--- config.mk ---
export PLATFORM = sky130hd
export DESIGN_NAME = spi_slave_device
export DESIGN_NICKNAME = d
export VERILOG_FILES = /design/src/rtl/spi_pkg.sv /design/src/rtl/spi_sync_edge.sv /design/src/rtl/spi_slave_device.sv
export SDC_FILE = /design/constraint.sdc
export NUM_CORES = 1
export LEC_CHECK = 0
export ABC_AREA = 1
export BUFFER_PORTS_ARGS = -buffer_cell sky130_fd_sc_hd__buf_2
export CORE_ASPECT_RATIO = 1.4
export CORE_MARGIN = 10
export CORE_UTILIZATION = 55
export DETAILED_ROUTE_END_ITERATION = 6
export PLACE_DENSITY_LB_ADDON = 0.08
export SLEW_MARGIN = 20
export SYNTH_ARGS = -nofsm -noshare
export SYNTH_HDL_FRONTEND = slang
export SYNTH_SLANG_ARGS = --single-unit
--- constraint.sdc ---
create_clock -name clk_i -period 3.75 [get_ports clk_i]
set_clock_uncertainty 0.2 [all_clocks]
set_input_delay 0.375 -clock clk_i [delete_from_list [all_inputs] [get_ports clk_i]]
set_output_delay 0.375 -clock clk_i [all_outputs]
set_load 0.02 [all_outputs]
--- src/rtl/spi_pkg.sv ---
// Shared SPI definitions: frame/synchroniser defaults, idle levels and the slave state type.
// Used by the slave RTL and by the master-side bench.
package spi_pkg;

    localparam int              SPI_DATA_W      = 8;
    localparam int              SPI_SYNC_STAGES = 2;
    localparam logic            SPI_IDLE_MISO   = 1'b0;
    localparam logic [7:0]      SPI_DEFAULT_TX  = 8'h00;

    typedef enum logic {
        IDLE,
        ACTIVE
    } spi_state_t;

endpackage

--- src/rtl/spi_sync_edge.sv ---
// Multi-flop synchroniser for one asynchronous pin, with rise/fall pulses taken
// from the synchronised value and a one-cycle-delayed copy.
module spi_sync_edge
    import spi_pkg::*;
#(
    parameter int   SYNC_STAGES = SPI_SYNC_STAGES,
    parameter logic RESET_VAL   = 1'b0
) (
    input  logic clk_i,
    input  logic areset_i,
    input  logic d_i,
    output logic q_o,
    output logic rise_o,
    output logic fall_o
);

    logic [SYNC_STAGES-1:0] sync_q;
    logic                   prev_q;

    // RESET_VAL matches the pin's idle level so leaving reset never fakes an edge.
    always_ff @(posedge clk_i or posedge areset_i) begin
        if (areset_i) begin
            sync_q <= {SYNC_STAGES{RESET_VAL}};
            prev_q <= RESET_VAL;
        end else begin
            sync_q <= {sync_q[SYNC_STAGES-2:0], d_i};
            prev_q <= sync_q[SYNC_STAGES-1];
        end
    end

    assign q_o    = sync_q[SYNC_STAGES-1];
    assign rise_o = q_o & ~prev_q;
    assign fall_o = ~q_o & prev_q;

endmodule

--- src/rtl/spi_slave_device.sv ---
// Oversampled SPI mode-0 slave: synchronised pins, byte deserialiser with a
// one-cycle rx pulse, and a one-entry valid/ready transmit buffer.
module spi_slave_device
    import spi_pkg::*;
#(
    parameter int                DATA_W      = SPI_DATA_W,
    parameter int                SYNC_STAGES = SPI_SYNC_STAGES,
    parameter logic              IDLE_MISO   = SPI_IDLE_MISO,
    parameter logic [DATA_W-1:0] DEFAULT_TX  = DATA_W'(SPI_DEFAULT_TX)
) (
    input  logic              clk_i,
    input  logic              areset_i,
    input  logic              sclk_i,
    input  logic              mosi_i,
    input  logic              cs_i,
    output logic              miso_o,
    input  logic [DATA_W-1:0] tx_data_i,
    input  logic              tx_valid_i,
    output logic              tx_ready_o,
    output logic [DATA_W-1:0] rx_data_o,
    output logic              rx_valid_o,
    output logic              busy_o,
    output logic              tx_underrun_o
);

    localparam int CNT_W = (DATA_W > 1) ? $clog2(DATA_W) : 1;

    spi_state_t        state, state_next;
    logic [CNT_W-1:0]  bit_cnt;
    logic [DATA_W-1:0] rx_shift, tx_shift, tx_buf;
    logic              tx_full;

    logic sclk_sync, sclk_rise, sclk_fall;
    logic cs_sync, cs_rise, cs_fall;
    logic mosi_sync, mosi_rise_unused, mosi_fall_unused;

    spi_sync_edge #(.SYNC_STAGES(SYNC_STAGES), .RESET_VAL(1'b0)) u_sync_sclk (
        .clk_i(clk_i), .areset_i(areset_i), .d_i(sclk_i),
        .q_o(sclk_sync), .rise_o(sclk_rise), .fall_o(sclk_fall)
    );

    spi_sync_edge #(.SYNC_STAGES(SYNC_STAGES), .RESET_VAL(1'b1)) u_sync_cs (
        .clk_i(clk_i), .areset_i(areset_i), .d_i(cs_i),
        .q_o(cs_sync), .rise_o(cs_rise), .fall_o(cs_fall)
    );

    spi_sync_edge #(.SYNC_STAGES(SYNC_STAGES), .RESET_VAL(1'b0)) u_sync_mosi (
        .clk_i(clk_i), .areset_i(areset_i), .d_i(mosi_i),
        .q_o(mosi_sync), .rise_o(mosi_rise_unused), .fall_o(mosi_fall_unused)
    );

    // A load happens on select and at every byte boundary that is not also a deselect.
    logic              load_tx;
    logic [DATA_W-1:0] load_val;
    logic [DATA_W-1:0] rx_next;

    assign load_tx  = ((state == IDLE) && cs_fall) ||
                      ((state == ACTIVE) && !cs_rise && sclk_fall && (bit_cnt == '0));
    assign load_val = tx_full ? tx_buf : DEFAULT_TX;
    assign rx_next  = {rx_shift[DATA_W-2:0], mosi_sync};

    always_ff @(posedge clk_i or posedge areset_i) begin
        if (areset_i) begin
            state <= IDLE;
        end else begin
            state <= state_next;
        end
    end

    always_comb begin
        state_next = state;
        case (state)
            IDLE:    if (cs_fall) state_next = ACTIVE;
            ACTIVE:  if (cs_rise) state_next = IDLE;
            default: state_next = IDLE;
        endcase
    end

    always_ff @(posedge clk_i or posedge areset_i) begin
        if (areset_i) begin
            bit_cnt       <= '0;
            rx_shift      <= '0;
            tx_shift      <= '0;
            tx_buf        <= '0;
            tx_full       <= 1'b0;
            miso_o        <= IDLE_MISO;
            rx_data_o     <= '0;
            rx_valid_o    <= 1'b0;
            tx_underrun_o <= 1'b0;
        end else begin
            rx_valid_o    <= 1'b0;
            tx_underrun_o <= 1'b0;

            // Writes only land while empty and loads only free a full buffer, so they never collide.
            if (tx_valid_i && !tx_full) begin
                tx_buf  <= tx_data_i;
                tx_full <= 1'b1;
            end

            if (load_tx) begin
                tx_shift      <= load_val;
                miso_o        <= load_val[DATA_W-1];
                tx_underrun_o <= !tx_full;
                if (tx_full) tx_full <= 1'b0;
            end

            if (state == IDLE) begin
                if (cs_fall) bit_cnt <= '0;
            end else if (cs_rise) begin
                bit_cnt <= '0;
                miso_o  <= IDLE_MISO;
            end else begin
                if (sclk_rise) begin
                    rx_shift <= rx_next;
                    if (bit_cnt == CNT_W'(DATA_W - 1)) begin
                        bit_cnt    <= '0;
                        rx_data_o  <= rx_next;
                        rx_valid_o <= 1'b1;
                    end else begin
                        bit_cnt <= bit_cnt + 1'b1;
                    end
                end
                if (sclk_fall && (bit_cnt != '0)) begin
                    tx_shift <= {tx_shift[DATA_W-2:0], 1'b0};
                    miso_o   <= tx_shift[DATA_W-2];
                end
            end
        end
    end

    assign tx_ready_o = !tx_full;
    assign busy_o     = (state == ACTIVE);

endmodule

[Word-level counts from Yosys, hierarchy flattened]
Index checks and enable logic that the tools add are counted.
Word-level totals
  register bits: 47
  input port bits: 14
  output and inout port bits: 13
  logic and storage cells: 68
Operators by class
  add/subtract/negate cells: 1
  equality and inequality tests: 2
  multiplexer cells: 25
  bitwise gates (word level): 10
  reduce and logical (&&, ||, !) cells: 15
Operators by type and width (number)
  $mux W8: 5
  $mux W3: 5
  $mux W1: 14
  $logic_and A1 B1 Y1: 6
  $not A1 Y1: 6
  $and A1 B1 Y1: 4
  $reduce_and A4 Y1: 1
  $add A3 B1 Y3 const B: 1
  $eq A3 B3 Y1 const B: 1
  $logic_not A3 Y1: 1
  $ne A3 B1 Y1 const B: 1
  $reduce_and A3 Y1: 1
  $reduce_bool A3 Y1: 1
  $logic_not A1 Y1: 2
  $pmux W1 S2: 1
  $reduce_and A2 Y1: 1
  $reduce_bool A2 Y1: 1
  $logic_or A1 B1 Y1: 1

[Depth between registers and ports, before layout]
Gate-level depths: netlist (run 1).
  word-level depth: 11
  mapped depth: 10

[Cells and area by module]
From an unflattened synthesis (run 1), not the netlist that was laid out.
Second synthesis, totals
  cells, all modules: 205
  area total of the unflattened synthesis: 1978.1 µm²
By module, submodules not included
  spi_slave_device: times used 1, cells an instance 181, area each 1692.9 µm², seq. area each 950.9 µm²
  spi_sync_edge (u_sync_mosi ...): times used 2, cells an instance 8, area each 93.8 µm², seq. area each 75.1 µm²
  spi_sync_edge (u_sync_cs): times used 1, cells an instance 8, area each 97.6 µm², seq. area each 78.8 µm²

[Worst setup path after synthesis (run 1)]
No wires, ideal clock.
  path kind: register -> register
  from: register bit_cnt[0]
  to: register tx_shift[1]
  setup time: 0.117 ns
  arrival: 1.173 ns
  required time: 3.433 ns
  slack: 2.260 ns
  stages on the path, launching flop included: 10
  path buffers: 0
  period minus slack after synthesis: 1.490 ns
  cells stage by stage: dfrtp_1 > inv_1 > ha_1 > inv_1 > nor2_1 > nor2_1 > nand2_4 > clkinv_1 > nand2_1 > nand2_1
On the way
  cells in the longest elaborated chain, start to end: 7
  elaborated cells between the ends (all ways): 9
Ends and longest elaborated chain
  start: declaration: line spi_slave_device.sv:29  | logic [CNT_W-1:0] bit_cnt;
  start signal: assignment: line spi_slave_device.sv:120  | bit_cnt <= bit_cnt + 1'b1;
  $logic_not A3 Y1: line spi_slave_device.sv:58  | ((state == ACTIVE) && !cs_rise && sclk_fall && (bit_cnt == '0));
  $logic_and A1 B1 Y1: line spi_slave_device.sv:58
  $logic_or A1 B1 Y1: line spi_slave_device.sv:57  | assign load_tx = ((state == IDLE) && cs_fall) ||
  $mux W8: line spi_slave_device.sv:100  | if (load_tx) begin
  $mux W8: line spi_slave_device.sv:123  | if (sclk_fall && (bit_cnt != '0)) begin
  $mux W8: line spi_slave_device.sv:109  | end else if (cs_rise) begin
  $mux W8 (*): line spi_slave_device.sv:107  | if (state == IDLE) begin
  end signal: assignment: line spi_slave_device.sv:101  | tx_shift <= load_val;
  end signal: assignment: line spi_slave_device.sv:124  | tx_shift <= {tx_shift[DATA_W-2:0], 1'b0};
  end: declaration: line spi_slave_device.sv:30  | logic [DATA_W-1:0] rx_shift, tx_shift, tx_buf;
Mark *: on every way between the ends. The rest lies on a longest branch, timed or not.
A chain may end at the register's enable or synchronous reset.

[Worst setup path after layout (run 1)]
  from: register bit_cnt[0]
  to: register rx_data_o[7]
On the way
  cells in the longest elaborated chain, start to end: 2
Ends and longest elaborated chain
  $eq A3 B3 Y1: line spi_slave_device.sv:115  | if (bit_cnt == CNT_W'(DATA_W - 1)) begin
  $reduce_and A4 Y1 (no line)
  end signal: assignment: line spi_slave_device.sv:117  | rx_data_o <= rx_next;
  end: declaration: line spi_slave_device.sv:20  | output logic [DATA_W-1:0] rx_data_o,
Every way passes these cells.

==> summary.txt, run 1 <==
Routing
  – Vias per cell: approximately 5
  – Antenna-violating nets left: 0
  – Residual DRC: 0
  – Initial drt markers: 122
  – DR WL/cell: 12.3 um
  – Via count: ~1400
  – WL final: 3.38 mm
  – Drt pass-1 iters: 4

Timing
  – Period minus WS final: 1710 ps
  – Slew Limit Fails: 0
  – Final Hold Fails: 0
  – Final setup viols: 0
  – Final period utilization: 45.7%
  – Setup tns final: 0 ps
  – Unrepaired setup endpoints after global routing: no
  – F_max: 0.584 GHz
  – Worst slew pin tran: 556 ps
  – Slew margin rel.: 63.0%

Clocking
  – Post-CTS sizing: 0
  – Clk sinks: 46
  – CTS Buf Count: 5
  – Post-CTS Hold Buffers: 3
  – Clk slew on worst S/H paths: 80 ps
  – CTS tree: yes
  – H-Tree Level Count: 2
  – Worst-skew pair later-pin latency: between 200 and 300 ps
  – CTS Buffer Depth: 2
  – Clk root buf: clkbuf_8
  – Postcts setup bufs: 0

Pwr
  – Sequential Power Share: 52.6%
  – Internal power: 943 uW
  – Combinational share of power: 25.6%
  – Leakage: between 0.001 and 0.0015 uW
  – Clock Power Share: 21.7%
  – Power Dens Cells: approximately 620 nW/um^2
  – Net Sw Power: roughly 460 uW
  – Sw Share: between 30 and 40%
  – Peak VDD IR: 453 uV

Place
  – Placed cell area: ~2100 um^2
  – Post-DP HPWL: 2.53 mm
  – Port Buffer Count: 26
  – Placer Congestion: ~0.8

Finish
  – Layout cell share with drive strength beyond 1: between 20% and 30%
  – Most frequent cells in the layout: nand2_1 (59), dfrtp_1 (43), buf_2 (26)
  – Commonest non-fill, non-tap cell in the layout: nand2_1
  – Fin area: about 2300 um^2
  – NumNets Final: 252
  – Inserted Diodes: 0
  – Area Overhead vs Synth: 14.4%

Global routing
  – GRT Util Overall: 11.7%
  – Total gr overflow: 0
  – Initial antenna violation count: 0
  – Vias in the first global route: 1516
  – First-pass GRT wire length: 6.40 mm
  – Largest net degree at the start of global routing: 47

Logic synthesis
  – Post-Syn Instances: 201
  – Mapped Area: 1970 um^2
  – Register area share after synthesis: 58.5%
  – Synth warn: 0
  – Synthesized flop and latch total: 46
  – Synth Net Count: 218
  – Synth area leaders: dfrtp_1 (54%), nand2_1 (11%), nand3_1 (5.1%), mux2_2 (4.6%), dfstp_2 (4.0%)
  – Yosys top cell by area: dfrtp_1
  – Netlist cell types: 22
  – Avg Synthesized Cell Area: between 9 and 10 um^2
  – Yosys top cell area share: between 50% and 60%

Run
  – MaxCap Viol Count: 0

Status
  – Status: completed

Setup path
  – Max incr delay on CP: a little under 400 ps
  – Slowest-stage cell, CP: dfrtp_1
  – Worst path required time: 3780 ps
  – CP delay by family, top: simple AND/OR/NAND/NOR gates
  – CP bufs+invs: 1
  – CP max FO: 10
  – Critical Setup Path Class: register to register
  – Worst setup EP type: register
  – Critical Path AT: 1750 ps
  – CP cell instances: ha_1 -> ha_1 -> clkinv_1 -> nor2_8 -> nand2_1 -> nand2_1
  – Worst Setup Start Kind: register

Die
  – Die Span Y: 90.9 um
  – Die ar.: 6420 um^2
  – Die Span X: 70.6 um
  – I/O pin count: 27
  – Starting Density: 57.9%
  – Core Box Area: between 3000 and 4000 um^2
  – # rows: 25

Hold path
  – HP Class: primary input to asynchronous set/reset pin
-- power by group through the flow --
stage | sequential (uW) | clock (uW) | combinational, uW
finish | 741 | 306 | 360
global route | 760 | 341 | 429
detailed placement | 748 | 0 | 366
global placement | 742 | 0 | 352
CTS | 741 | 318 | 369
floorplan | 723 | 0 | 298
-- final timing paths --
kind,startpoint,to,slack (ps),cells after the start
max,bit_cnt[0],rx_data_o[7],2040,6
min,areset_i,bit_cnt[1],7,3
max reg2reg,bit_cnt[0],rx_data_o[7],2040,6
min reg2reg,u_sync_sclk.sync_q[0],u_sync_sclk.sync_q[1],160,0
max in group asynchronous,areset_i,u_sync_cs.sync_q[1],2960,3
min in group clk_i,tx_data_i[1],tx_buf[1],110,2
-- Yosys cell counts --
cell and number:
a21oi_1 3, buf_2 1, buf_6 2, clkinv_1 2
dfrtp_1 43, dfstp_2 3, ha_1 3, inv_1 19
inv_2 2, inv_6 1, mux2_2 8, nand2_1 59
nand2_2 3, nand2_4 5, nand3_1 20, nor2_1 7
nor2_2 2, nor2_4 1, nor2_8 1, o21ai_0 5
o21ai_1 9, o21ai_2 2
-- worst register-to-register path: stages, from the launching register on --
cell and delay, ps:
dfrtp_1 390, ha_1 160, ha_1 140, clkinv_1 330
nor2_8 280, nand2_1 80, nand2_1 70
-- per-layer routing --
metal  GRT usage, %  wire length [um]  part of all wire, %
met2           20.1              1690                   50
met4           4.69                59                  1.7
met1           12.4              1390                   41
met3           4.73               238                  7.0
met5              0                 0                    0
-- cells by family (layout without fill, tap and decap cells) --
kind of cell | count (synthesis) | count (layout) | share of synthesized area, %
buffers and inverters | 27 | 62 | 6.21
and+or+nand+nor | 98 | 98 | 23.6
DFF | 46 | 46 | 58.5
adders and majority gates | 3 | 3 | 1.90
AOI/OAI and AO/OA | 19 | 19 | 5.20
muxes | 8 | 8 | 4.56
-- per-stage QoR --
stage / cells / worst slack, ps / hold WS (ps) / power [uW] / util, %
finish: 276 / 2040 / 6.51 / 1410 / 66.3
detailed placement: 265 / 2040 / 146 / 1110 / 62.6
global route: 276 / 1870 / 71.9 / 1530 / 66.3
floorplan: 201 / 2090 / 131 / 1020 / -
global placement: 265 / 2110 / 133 / 1090 / 62.6
CTS: 276 / 2020 / 27.8 / 1430 / 66.3
-- state kept, by name, indices dropped and copies added, names as in the netlist, 2 cells and up --
register	flops
bit_cnt	3
tx_buf	8
u_sync_mosi.sync_q	2
u_sync_sclk.sync_q	2
rx_data_o	8
rx_shift	7
tx_shift	7
u_sync_cs.sync_q	2
-- cell type report --
class	count	area [um^2]
sequential	46	1150
fill	293	1150
multi-input combinational	128	697
timing repair buffer	30	168
inverter	24	95.1
clock buffer	6	82.6
tap	40	50.0
clock inverter	2	12.5
Power figures use the tool's default switching activity.
==> run 2, diff against run 1 <==
Settings changed: ABC_AREA 1 to 0, CORE_UTILIZATION 55 to 50.
Clock period 3.75 ns to 1.5 ns, I/O delays scaled along.
==> run 2 against run 1 <==
Against the previous run: the flow now finishes with violations (setup timing); setup slack lost 2300 ps; first-iteration DRC count shrank 66%; final area grew 19%; synthesized cell count shrank 23%; maximum frequency shrank 0.45%; die area grew 3.8%; hold slack gained 150 ps; total power grew to 2.6 times the previous value; non-clock buffer count grew 30; critical path type unchanged; cell count shrank 6.2%; wire length grew 20%.
==> summary.txt, run 2 <==
Logic synthesis
  – Post-Syn Instances: 154 (was 201)
  – Netlist cell types: 30 (was 22)
  – Async S/R FF share, synth: 100% (unchanged)
  – Synth area leaders: dfrtp_1 (57%), mux2_4 (6.4%), nand2_1 (5.8%), mux2_2 (5.4%), dfstp_2 (4.2%) (was dfrtp_1 (54%), nand2_1 (11%), nand3_1 (5.1%), mux2_2 (4.6%), dfstp_2 (4.0%))
  – Post-synthesis mux area share: 12.3% (was 4.56%)
  – Mapped Area: 1890 um^2 (was 1970 um^2)
  – Yosys top cell by area: dfrtp_1 (unchanged)
  – Register area share after synthesis: 61.2% (was 58.5%)
  – Post-synth top cells: dfrtp_1 (43), nand2_1 (29), inv_1 (13) (was nand2_1 (59), dfrtp_1 (43), nand3_1 (20))
  – Most frequent cell after synthesis: dfrtp_1 (was nand2_1)
  – Post-synth EDFFs: 0 (unchanged)
  – Main synth FF type: dfrtp_1 (unchanged)
  – Synth warn: 0 (unchanged)
  – Post-synthesis simple-gate area fraction: 13.9% (was 23.6%)
  – Synth Net Count: 171 (was 218)
  – Adder-Cell Fraction of Synth Area: 1.99% (was 1.90%)
  – Yosys top cell area share: 57.1% (was 54.5%)
  – Compound-Gate Fraction of Synth Area: 6.77% (was 5.20%)
  – Xor/xnor share of the synthesized area: 0% (unchanged)
  – Avg Synthesized Cell Area: 12.2 um^2 (was 9.82 um^2)
  – Largest family of logic cells by synthesized area: simple AND/OR/NAND/NOR gates (unchanged)
  – Synthesized flop and latch total: 46 (unchanged)

Die
  – Die Span Y: 92.7 um (was 90.9 um)
  – # rows: 26 (was 25)
  – Starting Density: 51.8% (was 57.9%)
  – Core Box Area: 3640 um^2 (was 3410 um^2)
  – Die ar.: 6660 um^2 (was 6420 um^2)
  – Die Span X: 71.9 um (was 70.6 um)
  – I/O pin count: 27 (unchanged)

Global routing
  – Largest net degree at the start of global routing: 47 (unchanged)
  – GRT Util Overall: 12.0% (was 11.7%)
  – First-pass GRT wire length: 6.48 mm (was 6.40 mm)
  – Total gr overflow: 0 (unchanged)
  – Vias in the first global route: 1475 (was 1516)
  – Initial antenna violation count: 0 (unchanged)

Clocking
  – Clk sinks: 46 (unchanged)
  – CTS Buffer Depth: 2 (unchanged)
  – CTS Buf Count: 5 (unchanged)
  – Clk root buf: clkbuf_8 (unchanged)
  – H-Tree Level Count: 2 (unchanged)
  – Clk slew on worst S/H paths: 90 ps (was 80 ps)
  – Worst-skew pair later-pin latency: 300 ps (was 290 ps)
  – CTS tree: yes (unchanged)

Timing
  – Final setup viols: 25 (was 0)
  – Slew Limit Fails: 0 (unchanged)
  – Slew margin rel.: 83.4% (was 63.0%)
  – F_max: 0.581 GHz (was 0.584 GHz)
  – Period minus WS final: 1720 ps (was 1710 ps)
  – Setup tns final: -2900 ps (was 0 ps)
  – Unrepaired setup endpoints after global routing: yes (was no)
  – Worst hold margin: 160 ps (was 6.51 ps)
  – PnR worst setup slack: -220 ps (was 2040 ps)
  – Final period utilization: 115% (was 45.7%)
  – Final Hold Fails: 0 (unchanged)
  – Worst slew pin tran: 248 ps (was 556 ps)

Finish
  – Commonest non-fill, non-tap cell in the layout: dfrtp_1 (was nand2_1)
  – Most frequent cells in the layout: dfrtp_1 (42), buf_2 (25), nand2_1 (20) (was nand2_1 (59), dfrtp_1 (43), buf_2 (26))
  – Largest regs: rx_data_o (8), tx_buf (8) (unchanged)
  – NumNets Final: 233 (was 252)
  – Layout cell share with drive strength beyond 1: 53.9% (was 26.7%)
  – Fin area: 2700 um^2 (was 2260 um^2)
  – Inserted Diodes: 0 (unchanged)
  – Area Overhead vs Synth: 42.9% (was 14.4%)

Setup path
  – Worst Setup Start Kind: register (unchanged)
  – CP max FO: 9 (was 10)
  – Worst path required time: 1490 ps (was 3780 ps)
  – Critical Setup Path Class: register to register (unchanged)
  – Critical Path AT: 1720 ps (was 1750 ps)
  – Worst setup EP type: register (unchanged)

Routing
  – Vias per cell: 5.22 (was 5.08)
  – Drt pass-1 iters: 4 (unchanged)
  – Residual DRC: 0 (unchanged)
  – Initial drt markers: 42 (was 122)
  – DR WL/cell: 15.7 um (was 12.3 um)
  – Antenna-violating nets left: 0 (unchanged)
  – Via count: 1352 (was 1402)
  – WL final: 4.07 mm (was 3.38 mm)

Place
  – Placed cell area: 2230 um^2 (was 2130 um^2)
  – Port Buffer Count: 26 (unchanged)
  – Placer Congestion: 0.849 (was 0.795)
  – Post-DP HPWL: 2.61 mm (was 2.53 mm)

Pwr
  – Peak VDD IR: 1330 uV (was 453 uV)
  – Leakage: 0.00133 uW (was 0.00126 uW)
  – Power Dens Cells: 1380 nW/um^2 (was 623 nW/um^2)

Status
  – Status: finished with violations (was completed)
  – Failing checks: setup timing

Run
  – MaxCap Viol Count: 0 (unchanged)

Hold path
  – HP Class: register to register (was primary input to asynchronous set/reset pin)
==> run 2: area by class of cell <==
class / instances / area, um^2
clock inverters: 3 / 43.8
clock buffers: 5 / 68.8
inverters: 14 / 52.6
repair buffers: 60 / 469
well taps: 42 / 52.6
multi-input cells: 89 / 852
flip-flops and latches: 46 / 1160
fillers: 243 / 948
==> run 2: metrics by stage <==
stage | instances | setup slack, ps | power, uW | util (%)
after floorplan | 154 | -251 | 2330 | -
after global placement | 230 | -138 | 2530 | 61.3
after detailed placement | 230 | -165 | 2590 | 61.3
after CTS | 254 | -152 | 3590 | 69.5
after global routing | 259 | -254 | 3940 | 74.0
final | 259 | -220 | 3720 | 74.0
==> run 2: critical path, stage by stage, from the launching register on <==
cell and delay, ps:
dfstp_2 600, nor2b_4 70, nor3_4 250, nand2_4 170, mux2_4 320
==> run 2: kinds of logic (layout without fill, tap and decap cells) <==
family          after synthesis  in the layout
buf+inv                      19             82
compound gates               16             16
flops                        46             46
simple gates                 52             52
mux                          18             18
fa+ha+maj                     3              3
==> run 2: path summary, 6_finish.rpt <==
check / from / endpoint / slack [ps] / depth (start not counted)
setup / recovery: u_sync_cs.prev_q / rx_data_o[4] / -220 / 4
hold / removal: u_sync_sclk.sync_q[0] / u_sync_sclk.sync_q[1] / 160 / 0
setup reg to reg: u_sync_cs.prev_q / rx_data_o[4] / -220 / 4
hold reg to reg: u_sync_sclk.sync_q[0] / u_sync_sclk.sync_q[1] / 160 / 0
max in group asynchronous: areset_i / u_sync_cs.sync_q[0] / 600 / 4
min in group asynchronous: areset_i / u_sync_mosi.sync_q[1] / 210 / 4
==> run 2: timing repair <==
item,in CTS,in global routing
hold buffers,12,0
resized for setup,9,30
endpoints found under the setup margin,28,29
endpoints found under the hold margin,57,0
buffers inserted,3,4
cloned,1,1
pin swaps,6,18
==> run 2: metal layers <==
layer	track usage (%)	vias to the layer above	wire [um]
li1	-	638	-
met1	12.0	679	1480
met3	4.49	8	231
met2	21.5	27	2270
met5	0	-	0
met4	4.85	0	85
==> run 2: where the power goes <==
part	total, uW	switching, uW	internal, uW
Combinational	1010	479	530
Clock	928	428	499
Sequential	1790	238	1550
Total	3720	1140	2580
